==> src/rtl/req_fifo_dispatcher_if.sv <==
// Purpose: bundles the FIFO peripheral-bus request/response wires and the metadata valid/ready port.
// Latency: none; wires only.
// Backpressure: bus_request_stall holds a bus access; md_ready holds presented metadata.
interface req_fifo_dispatcher_if;
    // peripheral bus toward the requestor metadata FIFO
    logic        bus_ren;
    logic        bus_wen;
    logic [31:0] bus_addr;
    logic [31:0] bus_wdata;
    logic [31:0] bus_rdata;
    logic        bus_error;
    logic        bus_request_stall;

    // popped metadata toward request processing
    logic        md_valid;
    logic [6:0]  md_data;
    logic        md_ready;

    // dispatcher side: issues bus reads, produces metadata
    modport master (
        output bus_ren,
        output bus_wen,
        output bus_addr,
        output bus_wdata,
        input  bus_rdata,
        input  bus_error,
        input  bus_request_stall,
        output md_valid,
        output md_data,
        input  md_ready
    );

    // peripheral / consumer side
    modport slave (
        input  bus_ren,
        input  bus_wen,
        input  bus_addr,
        input  bus_wdata,
        output bus_rdata,
        output bus_error,
        output bus_request_stall,
        input  md_valid,
        input  md_data,
        output md_ready
    );
endinterface

==> src/rtl/req_fifo_dispatcher.sv <==
// Purpose: drains the requestor metadata FIFO over its register bus (pop / overrun check / clear) and forwards metadata.
// Latency: bus_ren one cycle after enable&packet_recv is sampled; md_valid one cycle after an unstalled pop (3-cycle packet period).
// Backpressure: bus stalls hold the access (aborted after STALL_LIMIT stalled cycles); md_ready=0 holds md_valid/md_data in OUT.
module req_fifo_dispatcher #(
    parameter logic [31:0] BASE_ADDR   = 32'h0000_0000,
    parameter int          STALL_LIMIT = 16
) (
    input  logic                          clk,
    input  logic                          n_rst,
    input  logic                          enable,
    input  logic                          packet_recv,
    input  logic                          overflow,
    req_fifo_dispatcher_if.master         link,
    output logic [15:0]                   pkt_count,
    output logic                          ovf_seen,
    output logic                          bus_err,
    input  logic                          status_clr
);

    // Register window of the FIFO peripheral.
    localparam logic [31:0] ADDR_OVERRUN = BASE_ADDR + 32'h04;
    localparam logic [31:0] ADDR_REN     = BASE_ADDR + 32'h0C;
    localparam logic [31:0] ADDR_CLEAR   = BASE_ADDR + 32'h10;

    // The counter only has to reach STALL_LIMIT-1: the abort decision is taken
    // on the stalled cycle that would bring it to STALL_LIMIT.
    localparam int              CNT_W    = (STALL_LIMIT > 1) ? $clog2(STALL_LIMIT) : 1;
    localparam logic [CNT_W-1:0] CNT_LAST = CNT_W'(STALL_LIMIT - 1);

    typedef enum logic [2:0] {
        IDLE = 3'd0,
        POP  = 3'd1,
        OUT  = 3'd2,
        CHK  = 3'd3,
        CLR  = 3'd4
    } state_t;

    state_t             state;
    logic [CNT_W-1:0]   stall_cnt;

    // Only the low metadata bits of read data carry meaning for this block.
    logic rdata_unused;
    assign rdata_unused = ^link.bus_rdata[31:7];

    // This manager never writes the peripheral.
    assign link.bus_wen   = 1'b0;
    assign link.bus_wdata = 32'h0;

    // Dispatcher FSM; every bus and metadata output is a register so the
    // request stays glitch-free and constant across stalls.
    always_ff @(posedge clk or negedge n_rst) begin
        if (!n_rst) begin
            state         <= IDLE;
            stall_cnt     <= '0;
            link.bus_ren  <= 1'b0;
            link.bus_addr <= 32'h0;
            link.md_valid <= 1'b0;
            link.md_data  <= 7'h0;
            pkt_count     <= 16'h0;
            ovf_seen      <= 1'b0;
            bus_err       <= 1'b0;
        end else begin
            case (state)
                IDLE: begin
                    stall_cnt <= '0;
                    // Overflow recovery outranks draining: popping from an
                    // overrun FIFO would forward data that is about to be discarded.
                    if (enable) begin
                        if (overflow) begin
                            state         <= CHK;
                            link.bus_ren  <= 1'b1;
                            link.bus_addr <= ADDR_OVERRUN;
                        end else if (packet_recv) begin
                            state         <= POP;
                            link.bus_ren  <= 1'b1;
                            link.bus_addr <= ADDR_REN;
                        end
                    end
                end

                OUT: begin
                    // No bus activity while the entry waits for the consumer.
                    if (link.md_ready) begin
                        link.md_valid <= 1'b0;
                        pkt_count     <= pkt_count + 16'd1;
                        state         <= IDLE;
                    end
                end

                POP, CHK, CLR: begin
                    if (link.bus_request_stall) begin
                        // Request is held unchanged; give up after the limit so a
                        // hung peripheral cannot wedge the dispatcher.
                        if (stall_cnt == CNT_LAST) begin
                            stall_cnt     <= '0;
                            link.bus_ren  <= 1'b0;
                            link.bus_addr <= 32'h0;
                            bus_err       <= 1'b1;
                            state         <= IDLE;
                        end else begin
                            stall_cnt <= stall_cnt + 1'b1;
                        end
                    end else begin
                        // The single unstalled cycle completes the access.
                        stall_cnt <= '0;
                        if (link.bus_error) begin
                            link.bus_ren  <= 1'b0;
                            link.bus_addr <= 32'h0;
                            bus_err       <= 1'b1;
                            state         <= IDLE;
                        end else begin
                            case (state)
                                POP: begin
                                    link.md_data  <= link.bus_rdata[6:0];
                                    link.md_valid <= 1'b1;
                                    link.bus_ren  <= 1'b0;
                                    link.bus_addr <= 32'h0;
                                    state         <= OUT;
                                end
                                CHK: begin
                                    // A cleared overrun bit means the flag was
                                    // spurious; leave the FIFO contents alone.
                                    if (link.bus_rdata[0]) begin
                                        link.bus_addr <= ADDR_CLEAR;
                                        state         <= CLR;
                                    end else begin
                                        link.bus_ren  <= 1'b0;
                                        link.bus_addr <= 32'h0;
                                        state         <= IDLE;
                                    end
                                end
                                default: begin
                                    // CLR: FIFO has discarded its contents.
                                    ovf_seen      <= 1'b1;
                                    link.bus_ren  <= 1'b0;
                                    link.bus_addr <= 32'h0;
                                    state         <= IDLE;
                                end
                            endcase
                        end
                    end
                end

                default: begin
                    state         <= IDLE;
                    stall_cnt     <= '0;
                    link.bus_ren  <= 1'b0;
                    link.bus_addr <= 32'h0;
                    link.md_valid <= 1'b0;
                end
            endcase

            // A software clear wins over any sticky set in the same cycle.
            if (status_clr) begin
                ovf_seen <= 1'b0;
                bus_err  <= 1'b0;
            end
        end
    end

endmodule
==> src/flat_wrapper.sv <==
// flat-port wrapper written by rule: the top's interface ports become plain ports
module req_fifo_dispatcher_flat 
#(
    parameter logic [31:0] BASE_ADDR   = 32'h0000_0000,
    parameter int          STALL_LIMIT = 16
)
  (clk, n_rst, enable, packet_recv, overflow, pkt_count, ovf_seen, bus_err, status_clr, link_bus_ren, link_bus_wen, link_bus_addr, link_bus_wdata, link_bus_rdata, link_bus_error, link_bus_request_stall, link_md_valid, link_md_data, link_md_ready);
  req_fifo_dispatcher_if link_i ();
  input  logic clk;
  input  logic n_rst;
  input  logic enable;
  input  logic packet_recv;
  input  logic overflow;
  output logic [15:0] pkt_count;
  output logic ovf_seen;
  output logic bus_err;
  input  logic status_clr;
  output wire logic [$bits(link_i.bus_ren)-1:0] link_bus_ren;
  output wire logic [$bits(link_i.bus_wen)-1:0] link_bus_wen;
  output wire logic [$bits(link_i.bus_addr)-1:0] link_bus_addr;
  output wire logic [$bits(link_i.bus_wdata)-1:0] link_bus_wdata;
  input wire logic [$bits(link_i.bus_rdata)-1:0] link_bus_rdata;
  input wire logic [$bits(link_i.bus_error)-1:0] link_bus_error;
  input wire logic [$bits(link_i.bus_request_stall)-1:0] link_bus_request_stall;
  output wire logic [$bits(link_i.md_valid)-1:0] link_md_valid;
  output wire logic [$bits(link_i.md_data)-1:0] link_md_data;
  input wire logic [$bits(link_i.md_ready)-1:0] link_md_ready;
  assign link_bus_ren = link_i.bus_ren;
  assign link_bus_wen = link_i.bus_wen;
  assign link_bus_addr = link_i.bus_addr;
  assign link_bus_wdata = link_i.bus_wdata;
  assign link_i.bus_rdata = link_bus_rdata;
  assign link_i.bus_error = link_bus_error;
  assign link_i.bus_request_stall = link_bus_request_stall;
  assign link_md_valid = link_i.md_valid;
  assign link_md_data = link_i.md_data;
  assign link_i.md_ready = link_md_ready;
  req_fifo_dispatcher #(.BASE_ADDR(BASE_ADDR), .STALL_LIMIT(STALL_LIMIT)) u_core (.clk(clk), .n_rst(n_rst), .enable(enable), .packet_recv(packet_recv), .overflow(overflow), .link(link_i), .pkt_count(pkt_count), .ovf_seen(ovf_seen), .bus_err(bus_err), .status_clr(status_clr));
endmodule
==> config.mk <==
export PLATFORM = sky130hd
export DESIGN_NAME = req_fifo_dispatcher_flat
export DESIGN_NICKNAME = d
export VERILOG_FILES = /design/src/rtl/req_fifo_dispatcher_if.sv /design/src/rtl/req_fifo_dispatcher.sv /design/src/flat_wrapper.sv
export SDC_FILE = /design/constraint.sdc
export NUM_CORES = 1
export LEC_CHECK = 0
export CAP_MARGIN = 20
export CORE_UTILIZATION = 45
export DETAILED_ROUTE_END_ITERATION = 8
export DONT_BUFFER_PORTS = 1
export PLACE_DENSITY = 0.57
export SLEW_MARGIN = 20
export SYNTH_ARGS = -nofsm -noshare
export SYNTH_HDL_FRONTEND = slang
export SYNTH_SLANG_ARGS = --single-unit
==> constraint.sdc <==
create_clock -name clk -period 4.3 [get_ports clk]
set_clock_uncertainty 0.05 [all_clocks]
set_input_delay 1.075 -clock clk [delete_from_list [all_inputs] [get_ports clk]]
set_output_delay 1.075 -clock clk [all_outputs]
set_load 0.02 [all_outputs]
==> out/results.md <==
| Parameter | Value | Unit |
| --- | --- | --- |
| Relative contribution of sequential cells to total power | 0.517 | - |
| Sequential fraction of the synthesis area | 0.413 | - |
| Number of endpoints failing setup at the final stage | 0 | - |
| Post-layout minimum cycle time | 2270 | ps |
| Start-to-end type of the worst setup path | input pin to flop | - |
| Sw Ratio | 0.376 | - |
| Result of the run | finished, final reports clean | - |
| RSZ-0062 raised after global routing | no | - |
| Max-cap violations | 0 | - |
| Worst Max-Slew Pin Slew | 757 | ps |
| Count of buffers inserted at the top-level ports | 0 | - |
| CP arrival | 2390 | ps |
| Post-layout net count | 267 | - |
| Fin. max-slew vios | 0 | - |
| Leftover overflow at the end of global routing | 0 | - |
| Antenna violations before repair | 0 | - |
| Gate count of the mapped netlist | 222 | - |
| Final RePlAce weighted congestion | 0.710 | - |
| Cell internal pwr | 0.000760 | W |
| Number of primary I/O pins | 133 | - |
| Fin Hold WS | 422 | ps |
| CTS Hold Bufs | 0 | - |
| Core area | 4750 | sq um |
| Async SR Flop Fraction | 1.00 | - |
| Clk slew on worst S/H paths | 80 | ps |
| Setup crit end kind | flop | - |
| Worst-case vdd ir drop | 233 | uV |
| Final cell area excluding filler cells | 2190 | sq um |
| H-tree depth reported by CTS | 2 | - |
| Iter 0 DRT Violations | 34 | - |
| Maximum operating frequency | 441 | MHz |
| Count of cells resized by post-cts repair | 0 | - |
| Average cell area after synthesis | 10.1 | sq um |
| Total wire length after detailed routing | 3.47 | mm |
| Number of hold violations in the final report | 0 | - |
| Combinational fraction of design power | 0.226 | - |
| Total power after layout | 0.00122 | W |
| Die extent in y | 72.6 | um |
| Die area | 5270 | sq um |
| Share of cells above drive strength 1 | 0.107 | - |
| Number of synthesized register bits | 37 | - |
| Number of buffers created by CTS | 5 | - |
| CTS tree | built | - |
| Post-Syn Area | 2240 | sq um |
| Met2 track utilization from global routing | 0.218 | - |
| Required time at the endpoint of the critical path | 4420 | ps |
| Critical path fanouts, max | 7 | - |
| Post-CTS setup buffers | 0 | - |
| NetSw | 0.000458 | W |
| Routing usage on met1 | 0.164 | - |
| First-pass iteration count of the detailed router | 4 | - |
| Startpoint type of the worst setup path | input pin | - |
| Maximum root-to-sink buffer count | 2 | - |
| Wire length of the first global-routing pass | 5.29 | mm |
| Standard-cell row count | 25 | - |
| Number of enable-type register cells in the synthesized netlist | 0 | - |
| Most common flop cell mapped by yosys | dfrtp_1 | - |
| Aggregate negative setup slack | 0 | ps |
| Final setup margin | 2030 | ps |
| Layout-stage area growth over the synthesis result | -2.51 | % |
| Total cell area at the placement stage | 2070 | sq um |
| Hold Path Class | input pin to async pin | - |
| Max-slew headroom | 0.491 | - |
| Largest net degree at the start of global routing | 38 | - |
| Via-to-Cell Ratio | 4.53 | - |
| Via count of the first global-routing pass | 1,124 | - |
| Remaining antenna violation count after routing | 0 | - |
| Total power density per cell area | 557 | nW/um^2 |
| Number of remaining DRC errors | 0 | - |
| Yosys Warn Count | 0 | - |
| Routed wire per std cell | 11.9 | um |
| Tcrit/Tclk final | 0.527 | - |
| Combined global-route utilization of all metal layers | 0.138 | - |
| Worst-Skew Late Latency | 290 | ps |
| Count of clock tree sinks | 37 | - |
| Part of the total power dissipated in the clock network | 0.257 | - |
| Met3 Track Usage GR | 0.0428 | - |
| Initial Utilization | 0.472 | - |
| Leakage | 1.08 | nW |
| Netlist cell types | 41 | - |
| Layer with the highest usage after global routing | met2 | - |
| Antenna diodes | 0 | - |
| Routed vias | 1,324 | - |
| Clock root buffer | clkbuf_8 | - |
| Setup WS pre-CTS | 1710 | ps |
| Die Width | 72.6 | um |
| Estimated wirelength of the detail-placed design | 2.51 | mm |
==> power groups by stage <==
| stage | sequential, W | clock (W) | combinational (W) |
|---|---|---|---|
| 3_3_place_gp | 0.000635 | 0 | 0.000274 |
| 4_1_cts | 0.000630 | 0.000326 | 0.000279 |
| 2_1_floorplan | 0.000597 | 0 | 0.000308 |
| 3_5_place_dp | 0.000638 | 0 | 0.000276 |
| 5_1_grt | 0.000645 | 0.000340 | 0.000307 |
| 6_report | 0.000629 | 0.000313 | 0.000276 |
==> synthesized netlist by cell type, drive strengths merged, types with 3 or more instances <==
| cell | count | area, sq um |
|---|---|---|
| dfrtp | 37 | 926 |
| nor2 | 14 | 52.6 |
| nand2 | 13 | 48.8 |
| buf | 64 | 482 |
| nand3 | 6 | 30.0 |
| xnor2 | 11 | 96.3 |
| mux2 | 8 | 116 |
| o21ai | 6 | 30.0 |
| nor3 | 5 | 25.0 |
| nand4 | 3 | 18.8 |
| a21oi | 6 | 30.0 |
| xor2 | 4 | 35.0 |
| o22ai | 3 | 18.8 |
| inv | 5 | 18.8 |
| or3 | 4 | 25.0 |
| a21o | 4 | 30.0 |
==> flip-flops by register name, summed over array words and instances, names as in the netlist <==
name and flops:
u_core.stall_cnt 4, u_core.ovf_seen 1, u_core.link.bus_ren 1, u_core.pkt_count 16, u_core.link.md_data 7, u_core.link.md_valid 1, u_core.link.bus_addr 3, u_core.bus_err 1
u_core.state 3
==> layer usage <==
metal	wire length, um	up-vias
met5	0	-
met1	1480	617
met2	1600	76
met3	304	7
li1	-	624
met4	82	0
==> cells in the final DEF, fill, tap and decap left out, drive strengths merged, types with 6 or more instances in the layout <==
cell type,synthesis,layout
nand3,6,6
nand2,13,13
a21oi,6,6
conb,1,62
o21ai,6,6
mux2,8,8
xnor2,11,11
dfrtp,37,37
nor2,14,14
clkbuf,2,6
==> critical path, stage by stage <==
cell and delay [ps]:
or3b_4 400, or3_1 540, mux2_4 370
==> cells by family (layout without fill, tap and decap cells) <==
logic type / after synthesis / after routing / share of synthesized area
simple gates: 62 / 62 / 0.157
compound gates: 26 / 26 / 0.0803
other cells: 1 / 62 / 0.00167
mux: 8 / 8 / 0.0519
xor+xnor: 15 / 15 / 0.0586
fa+ha+maj: 2 / 2 / 0.0112
buf+inv: 71 / 13 / 0.226
flops: 37 / 37 / 0.413
==> metrics by stage <==
stage	utilization	cells
finish	0.460	292
detailed placement	0.435	284
global placement	0.435	284
floorplan	-	283
global route	0.460	292
CTS	0.460	292
==> worst paths after layout <==
check                                     from                      to  slack, ps  cells after the start
setup / recovery                link_bus_error  u_core.link.md_data[0]       2030                      3
hold / removal                           n_rst     u_core.pkt_count[6]        420                      0
setup reg to reg               u_core.state[0]  u_core.link.md_data[0]       2200                      3
hold reg to reg            u_core.stall_cnt[3]     u_core.stall_cnt[3]        460                      1
max in group asynchronous                n_rst     u_core.stall_cnt[1]       3700                      0
min in group clk           u_core.stall_cnt[3]     u_core.stall_cnt[3]        460                      1
==> layout make-up <==
type	instances	area, sq um
clock buffers	6	82.6
flip-flops and latches	37	926
well taps	67	83.8
fillers	480	2570
multi-input cells	175	1040
inverters	5	18.8
clock inverters	2	37.5
Power figures use the tool's default switching activity.
